==> src/rtl/ecc_pkg.sv <==
// Shared types, default curve constants and the modular-reduction helper for the
// prime-field ECC point-table generator.
package ecc_pkg;

  typedef enum logic [2:0] {
    StIdle,
    StYsq,
    StX2,
    StRhs,
    StCmp,
    StDone
  } state_e;

  typedef struct packed {
    int unsigned p;
    int unsigned a;
    int unsigned b;
  } curve_t;

  // y^2 = x^3 + x + 2 over GF(11): 15 affine points.
  localparam curve_t ECC_P11_A1_B2 = '{p: 32'd11, a: 32'd1, b: 32'd2};

  function automatic logic [63:0] mod_red(input logic [63:0] value, input int unsigned p);
    return value % 64'(p);
  endfunction

endpackage

==> src/rtl/ecc_pt_ram.sv <==
// Point table storage: DEPTH x 2W words, one write port, one combinational read port.
// Entry 0 always reads as zero (reserved for the point at infinity).
module ecc_pt_ram #(
  parameter int unsigned W     = 5,
  parameter int unsigned DEPTH = 32,
  parameter int unsigned IW    = $clog2(DEPTH)
) (
  input  logic            clk,
  input  logic            we,
  input  logic [IW-1:0]   waddr,
  input  logic [2*W-1:0]  wdata,
  input  logic [IW-1:0]   raddr,
  output logic [2*W-1:0]  rdata
);

  logic [2*W-1:0] mem [DEPTH];

  always_ff @(posedge clk) begin
    if (we && (waddr != '0)) begin
      mem[waddr] <= wdata;
    end
  end

  assign rdata = (raddr == '0) ? '0 : mem[raddr];

endmodule

==> src/rtl/ecc_point_table_gen.sv <==
// Enumerates the affine points of y^2 = x^3 + A*x + B (mod P) into a table and serves
// indexed lookups. Optional macro ECC_PT_NEG_EN adds a pt_neg input returning -P.
module ecc_point_table_gen
  import ecc_pkg::*;
#(
  parameter int unsigned P     = ECC_P11_A1_B2.p,
  parameter int unsigned A     = ECC_P11_A1_B2.a,
  parameter int unsigned B     = ECC_P11_A1_B2.b,
  parameter int unsigned W     = 5,
  parameter int unsigned DEPTH = 32,
  parameter int unsigned IW    = $clog2(DEPTH)
) (
  input  logic          clk,
  input  logic          rst,
  input  logic          start,
  output logic          busy,
  output logic          built,
  output logic [IW:0]   count,
  output logic          overflow,
  input  logic [IW-1:0] idx,
  input  logic          idx_valid,
`ifdef ECC_PT_NEG_EN
  input  logic          pt_neg,
`endif
  output logic          idx_ready,
  output logic [W-1:0]  pt_x,
  output logic [W-1:0]  pt_y,
  output logic          pt_inf,
  output logic          pt_valid
);

  localparam int unsigned RW = 2 * W + 2;

  state_e         state_q, state_d;
  logic [W-1:0]   x_q, x_d, y_q, y_d;
  logic [W-1:0]   ysq_q, ysq_d, x2_q, x2_d, rhs_q, rhs_d;
  logic [IW:0]    count_q, count_d;
  logic           overflow_q, overflow_d;
  logic           we, accept, lookup_inf, neg;
  logic [RW-1:0]  rhs_wide;
  logic [2*W-1:0] rd_data;
  logic [W-1:0]   rd_x, rd_y, y_out;

  // Full-width sum so the reduction sees the exact value.
  assign rhs_wide = RW'(x2_q) * RW'(x_q) + RW'(A) * RW'(x_q) + RW'(B);

  always_comb begin
    state_d    = state_q;
    x_d        = x_q;
    y_d        = y_q;
    ysq_d      = ysq_q;
    x2_d       = x2_q;
    rhs_d      = rhs_q;
    count_d    = count_q;
    overflow_d = overflow_q;
    we         = 1'b0;
    unique case (state_q)
      StIdle, StDone: begin
        if (start) begin
          count_d    = (IW+1)'(1);
          overflow_d = 1'b0;
          x_d        = '0;
          y_d        = '0;
          state_d    = StYsq;
        end
      end
      StYsq: begin
        ysq_d   = W'(mod_red(64'(y_q) * 64'(y_q), P));
        state_d = StX2;
      end
      StX2: begin
        x2_d    = W'(mod_red(64'(x_q) * 64'(x_q), P));
        state_d = StRhs;
      end
      StRhs: begin
        rhs_d   = W'(mod_red(64'(rhs_wide), P));
        state_d = StCmp;
      end
      StCmp: begin
        if (rhs_q == ysq_q) begin
          if (count_q < (IW+1)'(DEPTH)) begin
            we      = 1'b1;
            count_d = count_q + (IW+1)'(1);
          end else begin
            overflow_d = 1'b1;
          end
        end
        if (x_q != W'(P - 1)) begin
          x_d     = x_q + W'(1);
          state_d = StX2;
        end else if (y_q != W'(P - 1)) begin
          x_d     = '0;
          y_d     = y_q + W'(1);
          state_d = StYsq;
        end else begin
          state_d = StDone;
        end
      end
      default: state_d = StIdle;
    endcase
  end

  always_ff @(posedge clk or posedge rst) begin
    if (rst) begin
      state_q    <= StIdle;
      x_q        <= '0;
      y_q        <= '0;
      ysq_q      <= '0;
      x2_q       <= '0;
      rhs_q      <= '0;
      count_q    <= (IW+1)'(1);
      overflow_q <= 1'b0;
    end else begin
      state_q    <= state_d;
      x_q        <= x_d;
      y_q        <= y_d;
      ysq_q      <= ysq_d;
      x2_q       <= x2_d;
      rhs_q      <= rhs_d;
      count_q    <= count_d;
      overflow_q <= overflow_d;
    end
  end

  ecc_pt_ram #(
    .W     (W),
    .DEPTH (DEPTH),
    .IW    (IW)
  ) u_ram (
    .clk   (clk),
    .we    (we),
    .waddr (count_q[IW-1:0]),
    .wdata ({x_q, y_q}),
    .raddr (idx),
    .rdata (rd_data)
  );

  assign busy      = (state_q != StIdle) && (state_q != StDone);
  assign built     = (state_q == StDone);
  assign idx_ready = built;
  assign count     = count_q;
  assign overflow  = overflow_q;

  assign accept     = idx_valid && built;
  assign lookup_inf = (idx == '0) || ({1'b0, idx} >= count_q);
  assign rd_x       = rd_data[2*W-1:W];
  assign rd_y       = rd_data[W-1:0];
`ifdef ECC_PT_NEG_EN
  assign neg = pt_neg;
`else
  assign neg = 1'b0;
`endif
  assign y_out = (neg && (rd_y != '0)) ? W'(P) - rd_y : rd_y;

  always_ff @(posedge clk or posedge rst) begin
    if (rst) begin
      pt_valid <= 1'b0;
      pt_inf   <= 1'b0;
      pt_x     <= '0;
      pt_y     <= '0;
    end else begin
      pt_valid <= accept;
      if (accept) begin
        pt_inf <= lookup_inf;
        pt_x   <= lookup_inf ? '0 : rd_x;
        pt_y   <= lookup_inf ? '0 : y_out;
      end
    end
  end

endmodule

==> config.mk <==
export PLATFORM = sky130hd
export DESIGN_NAME = ecc_point_table_gen
export DESIGN_NICKNAME = d
export VERILOG_FILES = /design/src/rtl/ecc_pkg.sv /design/src/rtl/ecc_pt_ram.sv /design/src/rtl/ecc_point_table_gen.sv
export SDC_FILE = /design/constraint.sdc
export NUM_CORES = 1
export LEC_CHECK = 0
export BUFFER_PORTS_ARGS = -buffer_cell sky130_fd_sc_hd__buf_2
export CAP_MARGIN = 20
export CORE_MARGIN = 1.5
export CORE_UTILIZATION = 45
export CTS_BUF_LIST = sky130_fd_sc_hd__clkbuf_4
export DETAILED_ROUTE_END_ITERATION = 8
export PLACE_DENSITY = 0.67
export SLEW_MARGIN = 10
export SYNTH_ARGS = -nofsm -noshare
export SYNTH_HDL_FRONTEND = slang
export SYNTH_SLANG_ARGS = --single-unit
==> constraint.sdc <==
create_clock -name clk -period 10.8 [get_ports clk]
set_clock_uncertainty 0.2 [all_clocks]
set_input_delay 1.08 -clock clk [delete_from_list [all_inputs] [get_ports clk]]
set_output_delay 1.08 -clock clk [all_outputs]
set_load 0.02 [all_outputs]
### Word level (Yosys, flattened, before mapping)

Memory sizes are Yosys's and may differ from the RTL's.
Index checks and enable logic that the tools add are counted.

* output and inout bits: 22
* memories: 1
* register bits after elaboration: 47
* memory bits (writable): 320

Memory list
* u_ram.mem: depth 32, bits a word 10, read ports 1, clocked after Yosys merged registers in 0, wr ports 1, RTL line ecc_pt_ram.sv:16 `logic [2*W-1:0] mem [DEPTH];`

* equal/unequal tests: 16
* reduce and logical (&&, ||, !) cells: 14
* order comparisons: 2
* mux-type cells: 27
* multipliers: 3
* div/mod/pow operators: 3
* add/sub/neg operators: 5

Operator list (count)
* modulo 10 x 4 -> 64 bit, second input constant: 2
* modulo 12 x 4 -> 64 bit, second input constant: 1
* 2-to-1 mux 5 bit: 7
* multiplier 5 x 5 -> 10 bit: 3
* one-hot mux 5 bit (2 select lines): 2
* 2-to-1 mux 6 bit: 3
* one-hot mux 3 bit (5 select lines): 1
* adder 11 x 2 -> 12 bit, second input constant: 1
* inequality test 2 bit, second input constant: 6
* one-hot mux 6 bit (2 select lines): 1
* AND reduction 4 bit: 3
* adder 10 x 5 -> 11 bit: 1
* adder 5 x 1 -> 5 bit, second input constant: 2
* 2-to-1 mux 10 bit: 1
* inequality test 5 x 4 -> 1 bit, second input constant: 2
* 2-to-1 mux 3 bit: 3
* 2-to-1 mux 1 bit: 8
* adder 6 x 1 -> 6 bit, second input constant: 1
* equality test 3 x 2 -> 1 bit, second input constant: 2
* equality test 3 bit, second input constant: 2
* >= comparator 5 x 6 -> 1 bit: 1
* less-than comparator 6 bit, second input constant: 1
* inequality test 3 bit, second input constant: 2
* equality test 5 bit: 1
* 11 further kinds: 13

### Longest topological paths before layout

* depth in word-level cells: 7
* depth in mapped cells: 49
* depth with buffers taken out: 47

### By module

Synthesis repeated with hierarchy kept, for this count alone.

* cells, all modules: 1909
* area, all modules: 22212.6 um^2

By module, submodules not included
* ecc_pt_ram: seq. area each 9609.2 um^2, cells an instance 589, area an instance 12529.5 um^2, times used 1
* ecc_point_table_gen: seq. area each 1177.4 um^2, cells an instance 1320, area an instance 9683.0 um^2, times used 1

### Worst setup path before layout

OpenSTA, ideal clock, no wires.

* path type: register to register
* start: register x_q[1]
* end: register x2_q[3]
* required time: 10.506 ns
* period minus slack after synthesis: 10.592 ns
* data arrival time: 10.298 ns
* slack: 0.208 ns
* buffers on the path: 5
* stages on the path, launching flop included: 48
* cells stage by stage: dfrtp_1 > clkbuf_1 > nand2_1 > inv_1 > fa_1 > inv_1 > fa_1 > inv_1 > ha_1 > a21o_1 > ha_1 > a21oi_1 > o21bai_1 > a21oi_1 > xor2_1 > clkbuf_1 > nand2_1 > ha_1 > [... 12 more ...] > ha_1 > buf_1 > nor2_1 > a21oi_1 > a211oi_2 > mux2i_1 > inv_1 > ha_1 > nor4_1 > inv_1 > ha_1 > o21ai_0 > o211a_1 > a31oi_1 > nor3_2 > nor2_1 > xnor2_1 > a211oi_1

* cells in the longest elaborated chain, start to end: 2

Ends and longest elaborated chain
* start: declaration: RTL line ecc_point_table_gen.sv:35 `logic [W-1:0] x_q, x_d, y_q, y_d;`
* start signal: assignment: RTL line ecc_point_table_gen.sv:106 `x_q <= '0;`
* start signal: assignment: RTL line ecc_point_table_gen.sv:115 `x_q <= x_d;`
* multiplier 5 x 5 -> 10 bit: RTL line ecc_point_table_gen.sv:72 `x2_d = W'(mod_red(64'(x_q) * 64'(x_q), P));`
* modulo 10 x 4 -> 64 bit: RTL line ecc_pkg.sv:24 `return value % 64'(p);`
* end signal: assignment: RTL line ecc_point_table_gen.sv:109 `x2_q <= '0;`
* end signal: assignment: RTL line ecc_point_table_gen.sv:118 `x2_q <= x2_d;`
* end: declaration: RTL line ecc_point_table_gen.sv:36 `logic [W-1:0] ysq_q, ysq_d, x2_q, x2_d, rhs_q, rhs_d;`

No other way between the ends.
A chain may end at the register's enable or synchronous reset.

### Final worst setup path

* start: register x_q[4]
* end: register rhs_q[2]

* cells in the longest elaborated chain, start to end: 4

Ends and longest elaborated chain
* multiplier 5 x 5 -> 10 bit: RTL line ecc_point_table_gen.sv:45 `assign rhs_wide = RW'(x2_q) * RW'(x_q) + RW'(A) * RW'(x_q) + RW'(B);`
* adder 10 x 5 -> 11 bit *: RTL line ecc_point_table_gen.sv:45
* adder 11 x 2 -> 12 bit *: RTL line ecc_point_table_gen.sv:45
* modulo 12 x 4 -> 64 bit *: RTL line ecc_pkg.sv:24
* end signal: assignment: RTL line ecc_point_table_gen.sv:119 `rhs_q <= rhs_d;`
* end: declaration: RTL line ecc_point_table_gen.sv:36

Every way passes the cells marked *; elsewhere a longest branch is shown, timed or not.

==> metrics.md <==
| Metric | Value |
|---|---|
| Run status | `finished clean` |
| Max Freq | `0.09640 GHz` |
| CP Data Arrival Time | `around 11 ns` |
| Hold WC Path Type | `reg2reg` |
| Synthesized area | `0.02157 mm^2` |
| Number of buffers created by CTS | `83` |
| Leak | `between 0.009 and 0.01 uW` |
| DR vias/cell | `5.989` |
| # fillers | `4,014` |
| Fin area | `~0.024 mm^2` |
| Max FO, Critical Path | `11` |
| Nets | `1,990` |
| Synth Area in Compound Gates | `0.1427` |
| Largest family of logic cells by synthesized area | `compound AO/OA/AOI/OAI gates` |
| P&R area growth vs syn | `12.03%` |
| Worst-margin pin slew | `1.182 ns` |
| Final Cycle Share | `0.9605` |
| Reg2reg end | `rhs_q[2]$_DFFE_PP0P_` |
| Post-route DRC | `0` |
| Multiplexer area fraction after synthesis | `0.1233` |
| Pins Over Slew Limit | `0` |
| Avg Cell Area, Syn | `12.19 um^2` |
| Most frequent cells in the layout | `320 x edfxtp_1, 136 x nand2_1, 125 x nor2_1` |
| FF-to-FF path depth | `41` |
| Row Count | `80` |
| Most frequent CP cell | `inv_1` |
| Initial DRC count | `1,469` |
| Vias in the first global route | `about 15,000` |
| CTS H-Tree Depth | `3` |
| Clock-pin slew on the worst setup and hold paths | `0.07 ns` |
| CTS Root Buffer Type | `clkbuf_4` |
| Nature of the critical path startpoint | `flip-flop` |
| Post-route ant nets | `0` |
| Total grt overflow | `0` |
| Initial core utilization | `0.4538` |
| Via count | `15,409` |
| Hold buffers post-CTS | `0` |
| Hold path startpoint | `pt_y[3]$_DFFE_PP0P_` |
| First-pass GRT wire length | `approximately 79,000 um` |
| VDD IR max | `around 0.064 mV` |
| Count of final hold-check violations | `0` |
| Clock Tree Buf Depth | `3` |
| Routed wire per std cell | `19.53 um` |
| Cell variety after synth | `114` |
| Slowest stage cell, crit path | `or4_4` |
| Clock Sinks | `approximately 370` |
| Final min period | `10.37 ns` |
| Worst r2r src | `x_q[4]$_DFFE_PP0P_` |
| CP endpoint kind | `flip-flop` |
| Initial antenna violation count | `2` |
| Gate Count Post-Synth | `1,770` |
| MaxCap Viol Count | `0` |
| Post-DP Area | `0.02265 mm^2` |
| XOR/XNOR share of the synthesized area | `0.02917` |
| HPWL after detailed placement | `35,040 um` |
| Setup WS post-layout | `0.4267 ns` |
| WL final | `between 50,000 and 60,000 um` |
| WS Path Type | `reg2reg` |
| Post-synthesis adder-cell area fraction | `0.05625` |
| Rel. slew slack | `0.2091` |
| Min-Delay Endpoint | `pt_y[3]$_DFFE_PP0P_` |
| Initial DRT Pass Iterations | `6` |
| Largest net degree at the start of global routing | `53` |
| Die Ht | `222.0 um` |
| Total GRT Usage | `0.1996` |
| R2r setup slk | `0.43 ns` |
| Die width | `about 220 um` |
| Prevailing post-synth register cell | `edfxtp_1` |
| Final Wtd Congestion | `slightly below 0.9` |
| Synth Area in Simple Gates | `0.1198` |
| Sequential area share after synthesis | `0.5000` |
| Final setup fails | `0` |
| Pre-CTS setup slack | `-0.05550 ns` |
| Hold depth | `2` |
| CP peak stage delay | `0.59 ns` |
| Die Area | `0.04927 mm^2` |
| EDFF count, synth | `320` |
| Pwr per Cell Area | `145.9 mW/mm^2` |
| Clock latency at the later pin of the worst-skew pair | `0.71 ns` |
| Buffers on Ports | `30` |
| Async S/R FF share, synth | `0.1281` |
| YS warnings | `0` |
| Commonest non-fill, non-tap cell in the layout | `edfxtp_1` |
| # IOs | `31` |
| Core Region | `0.04755 mm^2` |
| Synthesized flop and latch total | `367` |
| Required @ worst endpoint | `11.19 ns` |
| CTS tree | `done` |
| Share of post-route cells with drive strength above 1 | `0.2233` |
-- worst max path at each step --
stage | to | depth (start not counted) | slack, ns | from
floorplan | x2_q[3]$_DFFE_PP0P_ | 47 | 0.21 | x_q[1]$_DFFE_PP0P_
detailed placement | rhs_q[2]$_DFFE_PP0P_ | 39 | -0.06 | x_q[4]$_DFFE_PP0P_
finish | rhs_q[2]$_DFFE_PP0P_ | 41 | 0.43 | x_q[4]$_DFFE_PP0P_
global route | rhs_q[0]$_DFFE_PP0P_ | 41 | -0.06 | x_q[4]$_DFFE_PP0P_
CTS | rhs_q[2]$_DFFE_PP0P_ | 41 | 0.004 | x_q[4]$_DFFE_PP0P_
global placement | ysq_q[3]$_DFFE_PP0P_ | 46 | 0.25 | y_q[0]$_DFFE_PP0P_
-- state kept, by name, indices dropped and copies added (netlist names), 3 cells and up --
| name | count |
|---|---|
| state_q | 3 |
| x_q | 5 |
| ysq_q | 5 |
| y_q | 5 |
| pt_x | 5 |
| rhs_q | 5 |
| pt_y | 5 |
| x2_q | 5 |
| u_ram.mem | 320 |
| count | 6 |
-- power breakdown --
| part | leakage [uW] | switching [uW] | internal [uW] | total (uW) |
|---|---|---|---|---|
| registers | 0.00399 | 63.3 | 1610 | 1670 |
| clock network | 0.000630 | 511 | 563 | 1070 |
| logic | 0.00482 | 491 | 292 | 783 |
-- area by class of cell --
class	count	area, um^2	share of cell area
Sequential cell	367	10790	0.4464
Tap cell	615	769.5	0.03184
Clock inverter	32	203.9	0.008438
Clock buffer	114	855.8	0.03541
Multi-Input combinational cell	1258	10510	0.4349
Inverter	80	300.3	0.01242
Antenna cell	1	2.502	0.0001035
Timing Repair Buffer	106	737.0	0.03049
-- cells in the mapped netlist (all sizes together) (27+ instances only) --
| master | n | share of area |
|---|---|---|
| inv | 76 | 0.013 |
| and2 | 41 | 0.012 |
| nand3 | 55 | 0.013 |
| nor3 | 38 | 0.0095 |
| a21oi | 78 | 0.019 |
| buf | 27 | 0.0066 |
| xnor2 | 44 | 0.018 |
| o21ai | 100 | 0.024 |
| clkbuf | 47 | 0.0082 |
| nand2 | 139 | 0.024 |
| mux2i | 31 | 0.015 |
| nor2 | 128 | 0.022 |
| dfrtp | 46 | 0.053 |
| xor2 | 27 | 0.011 |
| edfxtp | 320 | 0.45 |
| mux4 | 100 | 0.10 |
| ha | 65 | 0.038 |
-- logic make-up after synthesis --
kind of cell             after synthesis
buffers and inverters                154
multiplexers                         139
other                                  1
AND/OR/NAND/NOR                      518
adder cells (fa/ha/maj)               85
flip-flops                           367
AO/OA/AOI/OAI                        435
XOR/XNOR                              71
-- worst max-delay path: cells and delay by family (launching register included) --
kind | cells | cell delay [ns]
xor gates and xnor gates | 1 | 0.19
DFF | 1 | 0.46
AOI/OAI and AO/OA | 11 | 2.07
muxes | 2 | 0.74
and+or+nand+nor | 16 | 3.48
adders and majority gates | 7 | 2.82
buffers and inverters | 4 | 0.28
-- metrics by stage --
step                utilization  power, uW  hold slack, ns  instances  setup TNS [ns]
floorplan                     -       2213          0.2684       1779               0
global placement         0.4764       2403          0.2615       2408               0
detailed placement       0.4764       2421          0.2679       2408        -0.05550
CTS                      0.4993       3509          0.2814       2556               0
global route             0.5084       3705          0.3057       2573         -0.3745
finish                   0.5084       3526          0.2744       2573               0
-- repair_timing --
item | CTS | global route
pin swaps | 1 | 15
resized for setup | 3 | 70
setup buffers | 2 | 15
endpoints found under the setup margin | 1 | 15
-- routing by layer --
layer | GRT usage | up-vias | wire, um
met5 | 0 | - | 11
met4 | 0.05082 | 2 | 776
met3 | 0.03061 | 71 | 2518
met2 | 0.3313 | 472 | 24360
met1 | 0.2752 | 7650 | 22590
li1 | - | 7214 | -
(Power assumes the default switching activity.)
